File: src/rtl/multiplier_seq_shift_add.sv
// Sequential shift-add multiplier: BPC multiplier bits per cycle, valid/ready on both
// sides, signed operands handled as sign-magnitude with a final conditional negate.
module multiplier_seq_shift_add #(
    parameter int DW  = 8,
    parameter int BPC = 1
) (
    input  logic              clk,
    input  logic              rst,
    input  logic              in_vld,
    output logic              in_rdy,
    input  logic [DW-1:0]     a,
    input  logic [DW-1:0]     b,
    input  logic              sgn,
    input  logic              abort,
    output logic              out_vld,
    input  logic              out_rdy,
    output logic [2*DW-1:0]   result,
    output logic              busy
);

    localparam int RW = 2 * DW;
    localparam int N  = DW / BPC;
    localparam int CW = (N > 1) ? $clog2(N) : 1;

    typedef enum logic [1:0] {
        S_IDLE = 2'd0,
        S_CALC = 2'd1,
        S_DONE = 2'd2
    } state_t;

    state_t          state_r;
    state_t          state_s;
    logic [DW-1:0]   a_r;
    logic [DW-1:0]   b_r;
    logic            neg_r;
    logic [CW-1:0]   count_r;
    logic [RW-1:0]   acc_r;
    logic [RW-1:0]   result_r;

    logic [DW-1:0]   a_mag_s;
    logic [DW-1:0]   b_mag_s;
    logic            neg_s;
    logic [RW-1:0]   partial_s;
    logic [RW-1:0]   term_s;
    logic [RW-1:0]   acc_next_s;
    logic            last_s;

    // Operand magnitudes; -2^(DW-1) maps onto itself, which is its correct unsigned magnitude
    always_comb begin
        if (sgn && a[DW-1]) begin
            a_mag_s = {DW{1'b0}} - a;
        end else begin
            a_mag_s = a;
        end
        if (sgn && b[DW-1]) begin
            b_mag_s = {DW{1'b0}} - b;
        end else begin
            b_mag_s = b;
        end
        neg_s = sgn & (a[DW-1] ^ b[DW-1]);
    end

    // One partial product per cycle, weighted by the bit position already consumed
    always_comb begin
        partial_s  = RW'(b_r[BPC-1:0]) * RW'(a_r);
        term_s     = partial_s << (32'(count_r) * BPC);
        acc_next_s = acc_r + term_s;
        last_s     = (count_r == CW'(N - 1));
    end

    // State register
    always_ff @(posedge clk or posedge rst) begin
        if (rst) begin
            state_r <= S_IDLE;
        end else begin
            state_r <= state_s;
        end
    end

    // Next-state logic; abort outranks both handshakes
    always_comb begin
        state_s = state_r;
        case (state_r)
            S_IDLE: begin
                if (in_vld) begin
                    state_s = S_CALC;
                end else begin
                    state_s = S_IDLE;
                end
            end
            S_CALC: begin
                if (abort) begin
                    state_s = S_IDLE;
                end else if (last_s) begin
                    state_s = S_DONE;
                end else begin
                    state_s = S_CALC;
                end
            end
            S_DONE: begin
                if (abort || out_rdy) begin
                    state_s = S_IDLE;
                end else begin
                    state_s = S_DONE;
                end
            end
            default: state_s = S_IDLE;
        endcase
    end

    // Handshake outputs decoded from the registered state
    always_comb begin
        in_rdy  = 1'b0;
        out_vld = 1'b0;
        busy    = 1'b0;
        case (state_r)
            S_IDLE:  in_rdy = 1'b1;
            S_CALC:  busy   = 1'b1;
            S_DONE: begin
                out_vld = 1'b1;
                busy    = 1'b1;
            end
            default: in_rdy = 1'b0;
        endcase
    end

    // Datapath: load on accept, accumulate in CALC, commit result only on the final step
    always_ff @(posedge clk or posedge rst) begin
        if (rst) begin
            a_r      <= {DW{1'b0}};
            b_r      <= {DW{1'b0}};
            neg_r    <= 1'b0;
            count_r  <= {CW{1'b0}};
            acc_r    <= {RW{1'b0}};
            result_r <= {RW{1'b0}};
        end else begin
            case (state_r)
                S_IDLE: begin
                    if (in_vld) begin
                        a_r     <= a_mag_s;
                        b_r     <= b_mag_s;
                        neg_r   <= neg_s;
                        count_r <= {CW{1'b0}};
                        acc_r   <= {RW{1'b0}};
                    end
                end
                S_CALC: begin
                    if (!abort) begin
                        acc_r   <= acc_next_s;
                        b_r     <= b_r >> BPC;
                        count_r <= count_r + CW'(1);
                        if (last_s) begin
                            result_r <= neg_r ? ({RW{1'b0}} - acc_next_s) : acc_next_s;
                        end
                    end
                end
                default: begin
                    acc_r <= acc_r;
                end
            endcase
        end
    end

    assign result = result_r;

endmodule

File: config.mk
export PLATFORM = sky130hd
export DESIGN_NAME = multiplier_seq_shift_add
export DESIGN_NICKNAME = d
export VERILOG_FILES = /design/src/rtl/multiplier_seq_shift_add.sv
export SDC_FILE = /design/constraint.sdc
export NUM_CORES = 1
export LEC_CHECK = 0
export ABC_AREA = 1
export BUFFER_PORTS_ARGS = -buffer_cell sky130_fd_sc_hd__buf_2
export CORE_MARGIN = 2
export CORE_UTILIZATION = 53
export CTS_BUF_LIST = sky130_fd_sc_hd__clkbuf_4
export DETAILED_ROUTE_END_ITERATION = 8
export GPL_TIMING_DRIVEN = 0
export HOLD_SLACK_MARGIN = 0.1
export PLACE_DENSITY = 0.84
export SYNTH_ARGS = -nofsm -noshare
export SYNTH_HDL_FRONTEND = slang
export SYNTH_SLANG_ARGS = --single-unit
File: constraint.sdc
create_clock -name clk -period 2.71 [get_ports clk]
set_input_delay 0 -clock clk [delete_from_list [all_inputs] [get_ports clk]]
set_output_delay 0 -clock clk [all_outputs]
set_load 0.005 [all_outputs]
# Word-level counts from Yosys, hierarchy flattened

Index checks and enable logic that the tools add are counted.

Flip-flop bits (word level): 54
Logic and storage cells: 51
Output and inout bits: 19

Add/subtract/negate cells: 5
Reduce and logical (&&, ||, !) cells: 9
Eq/ne operators: 5
Shift operators: 1
Mux-type cells: 20
Bitwise logic cells: 3
Multipliers: 1

Operators by type and width:

| kind                  | count |
|---|---|
| $mux 16               | 3 |
| $mux 8                | 4 |
| $pmux 16 s2           | 1 |
| $add 16x16->16        | 1 |
| $pmux 8 s2            | 1 |
| $shl 9x3->16          | 1 |
| $sub 1x16->16 const A | 1 |
| $sub 1x8->8 const A   | 2 |
| $mul 1x8->9           | 1 |
| $mux 2                | 3 |
| $mux 3                | 2 |
| $pmux 2 s3            | 1 |
| $pmux 3 s2            | 1 |
| $reduce_and 3->1      | 2 |
| $mux 1                | 4 |
| $ne 2x2->1 const B    | 2 |
| $add 3x1->3 const B   | 1 |
| $eq 3x3->1 const B    | 1 |
| $eq 2x1->1 const B    | 1 |
| $eq 2x2->1 const B    | 1 |
| $logic_and 1x1->1     | 2 |
| $logic_not 2->1       | 1 |
| $reduce_and 2->1      | 1 |
| $reduce_bool 2->1     | 1 |
| other kinds (5)       | 5 |

# Logic depth before layout (Yosys ltp)

Word-level depth: 5
Mapped depth: 24

# Worst setup path after synthesis

Ideal clock, no wire load.

Path type: reg-to-reg
Start: register b_r[0]
End: register result_r[14], in the netlist result[14]
Period minus slack after synthesis: 2.938 ns
Buffers on the path: 1
Slack: -0.228 ns
Arrival time: 2.821 ns
Data required time: 2.593 ns
Library setup time: 0.117 ns
Stages on the path, launching flop included: 20
Cells stage by stage: dfrtp_1 -> clkbuf_1 -> nand2_1 -> nor2_1 -> inv_1 -> nor3_1 -> ha_1 -> fa_1 -> inv_1 -> ha_1 -> a21boi_0 -> nand3_1 -> nor2_2 -> nand2_2 -> nor2_4 -> nand2_2 -> nand2_4 -> nand4_1 -> nand3_1 -> nand2_1

Word-level cells in the longest chain between the ends: 5

Ends and longest elaborated chain:

| element                | RTL line | text |
|---|---|---|
| start, declared        | 34       | `logic [DW-1:0] b_r;` |
| start signal, assigned | 131      | `b_r <= {DW{1'b0}};` |
| start signal, assigned | 141      | `b_r <= b_mag_s;` |
| start signal, assigned | 150      | `b_r <= b_r >> BPC;` |
| $mul 1x8->9 *          | 65       | `partial_s = RW'(b_r[BPC-1:0]) * RW'(a_r);` |
| $shl 9x3->16 *         | 66       | `term_s = partial_s << (32'(count_r) * BPC);` |
| $add 16x16->16 *       | 67       | `acc_next_s = acc_r + term_s;` |
| $sub 1x16->16          | 153      | `result_r <= neg_r ? ({RW{1'b0}} - acc_next_s) : acc_next_s;` |
| $mux 16 *              | 153      |  |
| end signal, assigned   | 135      | `result_r <= {RW{1'b0}};` |
| end signal, assigned   | 153      |  |
| end, declared          | 38       | `logic [RW-1:0] result_r;` |

Every way passes the cells marked *; elsewhere a longest branch is shown, timed or not.
A chain may end at the register's enable or synchronous reset.

# Worst setup path after layout

Start: register count_r[0]
End: register result_r[13], in the netlist result[13]

Word-level cells in the longest chain between the ends: 4
Elaborated cells on any way between the ends: 6

Ends and longest elaborated chain:

| element                | RTL line | text |
|---|---|---|
| start, declared        | 36       | `logic [CW-1:0] count_r;` |
| start signal, assigned | 133      | `count_r <= {CW{1'b0}};` |
| start signal, assigned | 143      | `count_r <= {CW{1'b0}};` |
| start signal, assigned | 151      | `count_r <= count_r + CW'(1);` |
| $shl 9x3->16           | 66       |  |
| $add 16x16->16         | 67       |  |
| $sub 1x16->16          | 153      |  |
| $mux 16                | 153      |  |

Parallel ways exist; a longest one is shown, timed or not.

==> results.py <==
metrics = {
    "yosys": {
        "yosys_warnings": 0,
        "synth_edf_count": 0,
        "ys_ff_latch": 54,
        "synthDistinctLibCells": 35,
        "syn_area_mm2": 0.00414,
        "async_flop_share_pct": 100,
        "synth_area_per_cell_um2": 6.71,
        "synth_commonest_cells": "nand2_1 (199), inv_1 (67), o21ai_0 (60)",
        "synth_top_cell_by_area": "dfrtp_1",
        "synth_ff_type": "dfrtp_1",
        "synth.most_common_cell": "nand2_1",
        "ys_seq_area_share_pct": 32.7,
        "syn-num-nets": 665,
        "synth_top_area_share_pct": 32.7,
        "netlist_instances": 617,
        "yosys-top-cells-area": "dfrtp_1 (33%), nand2_1 (18%), ha_1 (7.6%)",
    },
    "clock_tree": {
        "cts_sinks": 54,
        "cts_tree": "done",
        "htreeDepth": 2,
        "cts-root-buf": "clkbuf_4",
        "cts_buffers": 5,
        "insertion_delay_ns": 0.40,
        "clk_path_buf_depth": 2,
        "clkTransAtPathRegs_ns": 0.16,
    },
    "place": {
        "numPortBuffers": 40,
        "gp_congestion": 0.914,
        "dp_hpwl_mm": 8.43,
    },
    "cells_and_area": {
        "syn_to_final_growth_pct": 40.0,
        "utilization_pct": 75.8,
        "seqCellArea_mm2": 0.00135,
        "nets": 784,
        "post_route_cells_drive_above_1_share_pct": 32.1,
        "n_fill_cell": 519,
        "diodes": 0,
        "multiInputGateArea_mm2": 0.00303,
    },
    "global_routing": {
        "grtUsageMet3_pct": 4.64,
        "gr-usage-all-layers_pct": 29.9,
        "grt_start_max_net_pins": 37,
        "grt_use_met2_pct": 53.8,
        "grt-ovfl-total": 0,
        "grt_pass1_wl_mm": 20.6,
        "grt_pass1_vias": 4543,
        "use_met1_pct": 37.0,
        "busiest_layer": "met2",
        "antenna_found_initial": 0,
    },
    "drt": {
        "vias": 4852,
        "drtAntennaViolNets": 0,
        "drc": 0,
        "avgViaCountPerCell": 5.79,
        "wire_per_inst_um": 16.5,
        "dr.pass1.iters": 8,
        "drtIter0Drc": 342,
        "drt_wl_total_mm": 13.8,
    },
    "power_and_ir_drop": {
        "finalPower_mw": 5.71,
        "leakagePower_nw": 2.93,
        "irDropWorstVdd_v": 0.000402,
        "power_density_mw_per_mm2": 985,
    },
    "floorplanning": {
        "dieWidth_um": 92.4,
        "rows": 32,
        "fp.dieH_um": 92.4,
        "start_util_pct": 54.1,
        "core_area_mm2": 0.00765,
        "die_area_mm2": 0.00853,
        "pin_count": 41,
    },
    "timing": {
        "period_minus_slack_ns": 2.97,
        "skew_ns": 0.0113,
        "worst_pin_slew_ns": 0.569,
        "layout_setup_ws_ns": -0.262,
        "timing.fmax_ghz": 0.336,
        "slew_viol_final": 0,
        "hold_viol": 0,
        "setup_viol": 14,
        "relSlewSlack_pct": 62.1,
        "period_share_pct": 110,
        "hold_slack_ns": 0.109,
        "grt_setup_unrepaired": "yes",
    },
    "setup_path": {
        "path_max_fanout": 10,
        "crit_path_start_kind": "register",
        "rrSetupSlack_ns": -0.26,
        "cp-end-kind": "register",
        "crit_type": "register to register",
        "cp.required_ns": 3.02,
        "critPathArrivalTime_ns": 3.28,
    },
    "run_status": {
        "status": "finished with violations",
        "violations": "negative setup slack",
    },
    "flow_run": {
        "drv_cap": 0,
    },
    "min_path": {
        "hold_class": "primary input to register",
    },
}
## power breakdown
group / switching (mW) / internal [mW] / total, mW
Combinational: 2.38 / 1.69 / 4.07
Clock: 0.279 / 0.187 / 0.466
Sequential: 0.180 / 0.992 / 1.17
## critical path, cell delays in order (launching register included)
cell	delay, ns
dfrtp_1	0.44
buf_6	0.16
clkinv_8	0.08
o21ai_1	0.26
o21ai_2	0.12
o21ai_1	0.23
ha_1	0.33
buf_4	0.16
nand2_1	0.07
nand2_1	0.10
a21oi_2	0.14
nand3_1	0.08
nand2_1	0.11
nand2_4	0.10
nand3_4	0.12
nand2_2	0.08
nand3_1	0.12
nand2_1	0.06
nand3_1	0.07
nand2_1	0.05
## cell usage in the layout (no fill, tap or decap), types with 11 or more instances in the layout
cell / n
dfrtp_1: 52
nand3_1: 44
o21ai_1: 14
inv_1: 60
nand3_2: 13
buf_4: 39
dlygate4sd3_1: 31
nand2_1: 155
ha_1: 17
a21oi_1: 16
nand2_2: 38
nand2_4: 16
o21ai_0: 36
o21ai_2: 15
buf_2: 42
nor2_1: 30
inv_2: 11
## kinds of logic after synthesis
kind of cell	after synthesis	synth area share, %
and+or+nand+nor	332	34.5
AOI/OAI and AO/OA	100	13.0
buffers and inverters	87	7.95
DFF	54	32.7
adders and majority gates	26	8.04
xor gates and xnor gates	15	3.17
muxes	3	0.726
## layout make-up
cell class / count / area share (%)
Clock buffer: 5 / 0.648
Tap cell: 102 / 2.20
Buffer: 12 / 1.23
Sequential cell: 54 / 23.4
Inverter: 73 / 4.95
Clock inverter: 2 / 0.583
Timing Repair Buffer: 114 / 14.7
Multi-Input combinational cell: 476 / 52.3
## per-layer routing
metal | wire length (um) | vias up
met5 | 0 | -
met4 | 568 | 0
met3 | 937 | 57
met2 | 6930 | 250
met1 | 5370 | 2291
li1 | - | 2254
## per-stage QoR
stage,setup WS [ns],instances,setup TNS [ns],instance area (um^2)
2_1_floorplan,-0.00324,617,-0.00324,4180
3_3_place_gp,-0.450,759,-4.48,4500
3_5_place_dp,-0.551,760,-5.69,4520
4_1_cts,-0.165,820,-1.09,5280
5_1_grt,-0.503,838,-5.12,5790
6_report,-0.262,838,-1.90,5790
## registers in the layout, summed over array words and instances (netlist names)
| register | cells |
|---|---|
| a_r | 8 |
| acc_r | 16 |
| b_r | 8 |
| count_r | 3 |
| neg_r | 1 |
| result | 16 |
| state_r | 2 |
## path summary, 6_finish.rpt
check,start,to,cells past startpoint
worst max register to register,count_r[0],result[13],19
worst min-delay path,b[1],b_r[1],7
worst max-delay path,count_r[0],result[13],19
max in group asynchronous,rst,count_r[1],4
worst min register to register,result[14],result[14],2
min in group asynchronous,rst,result[11],3
## timing repair
item                       CTS  global route
hold endpoints to repair    79             6
hold buffers                30             1
gates resized for setup     76           100
cloned                       0             1
setup buffers               25            16
pin swaps                   40            49
setup endpoints to repair   20            23
Power figures use the tool's default switching activity.
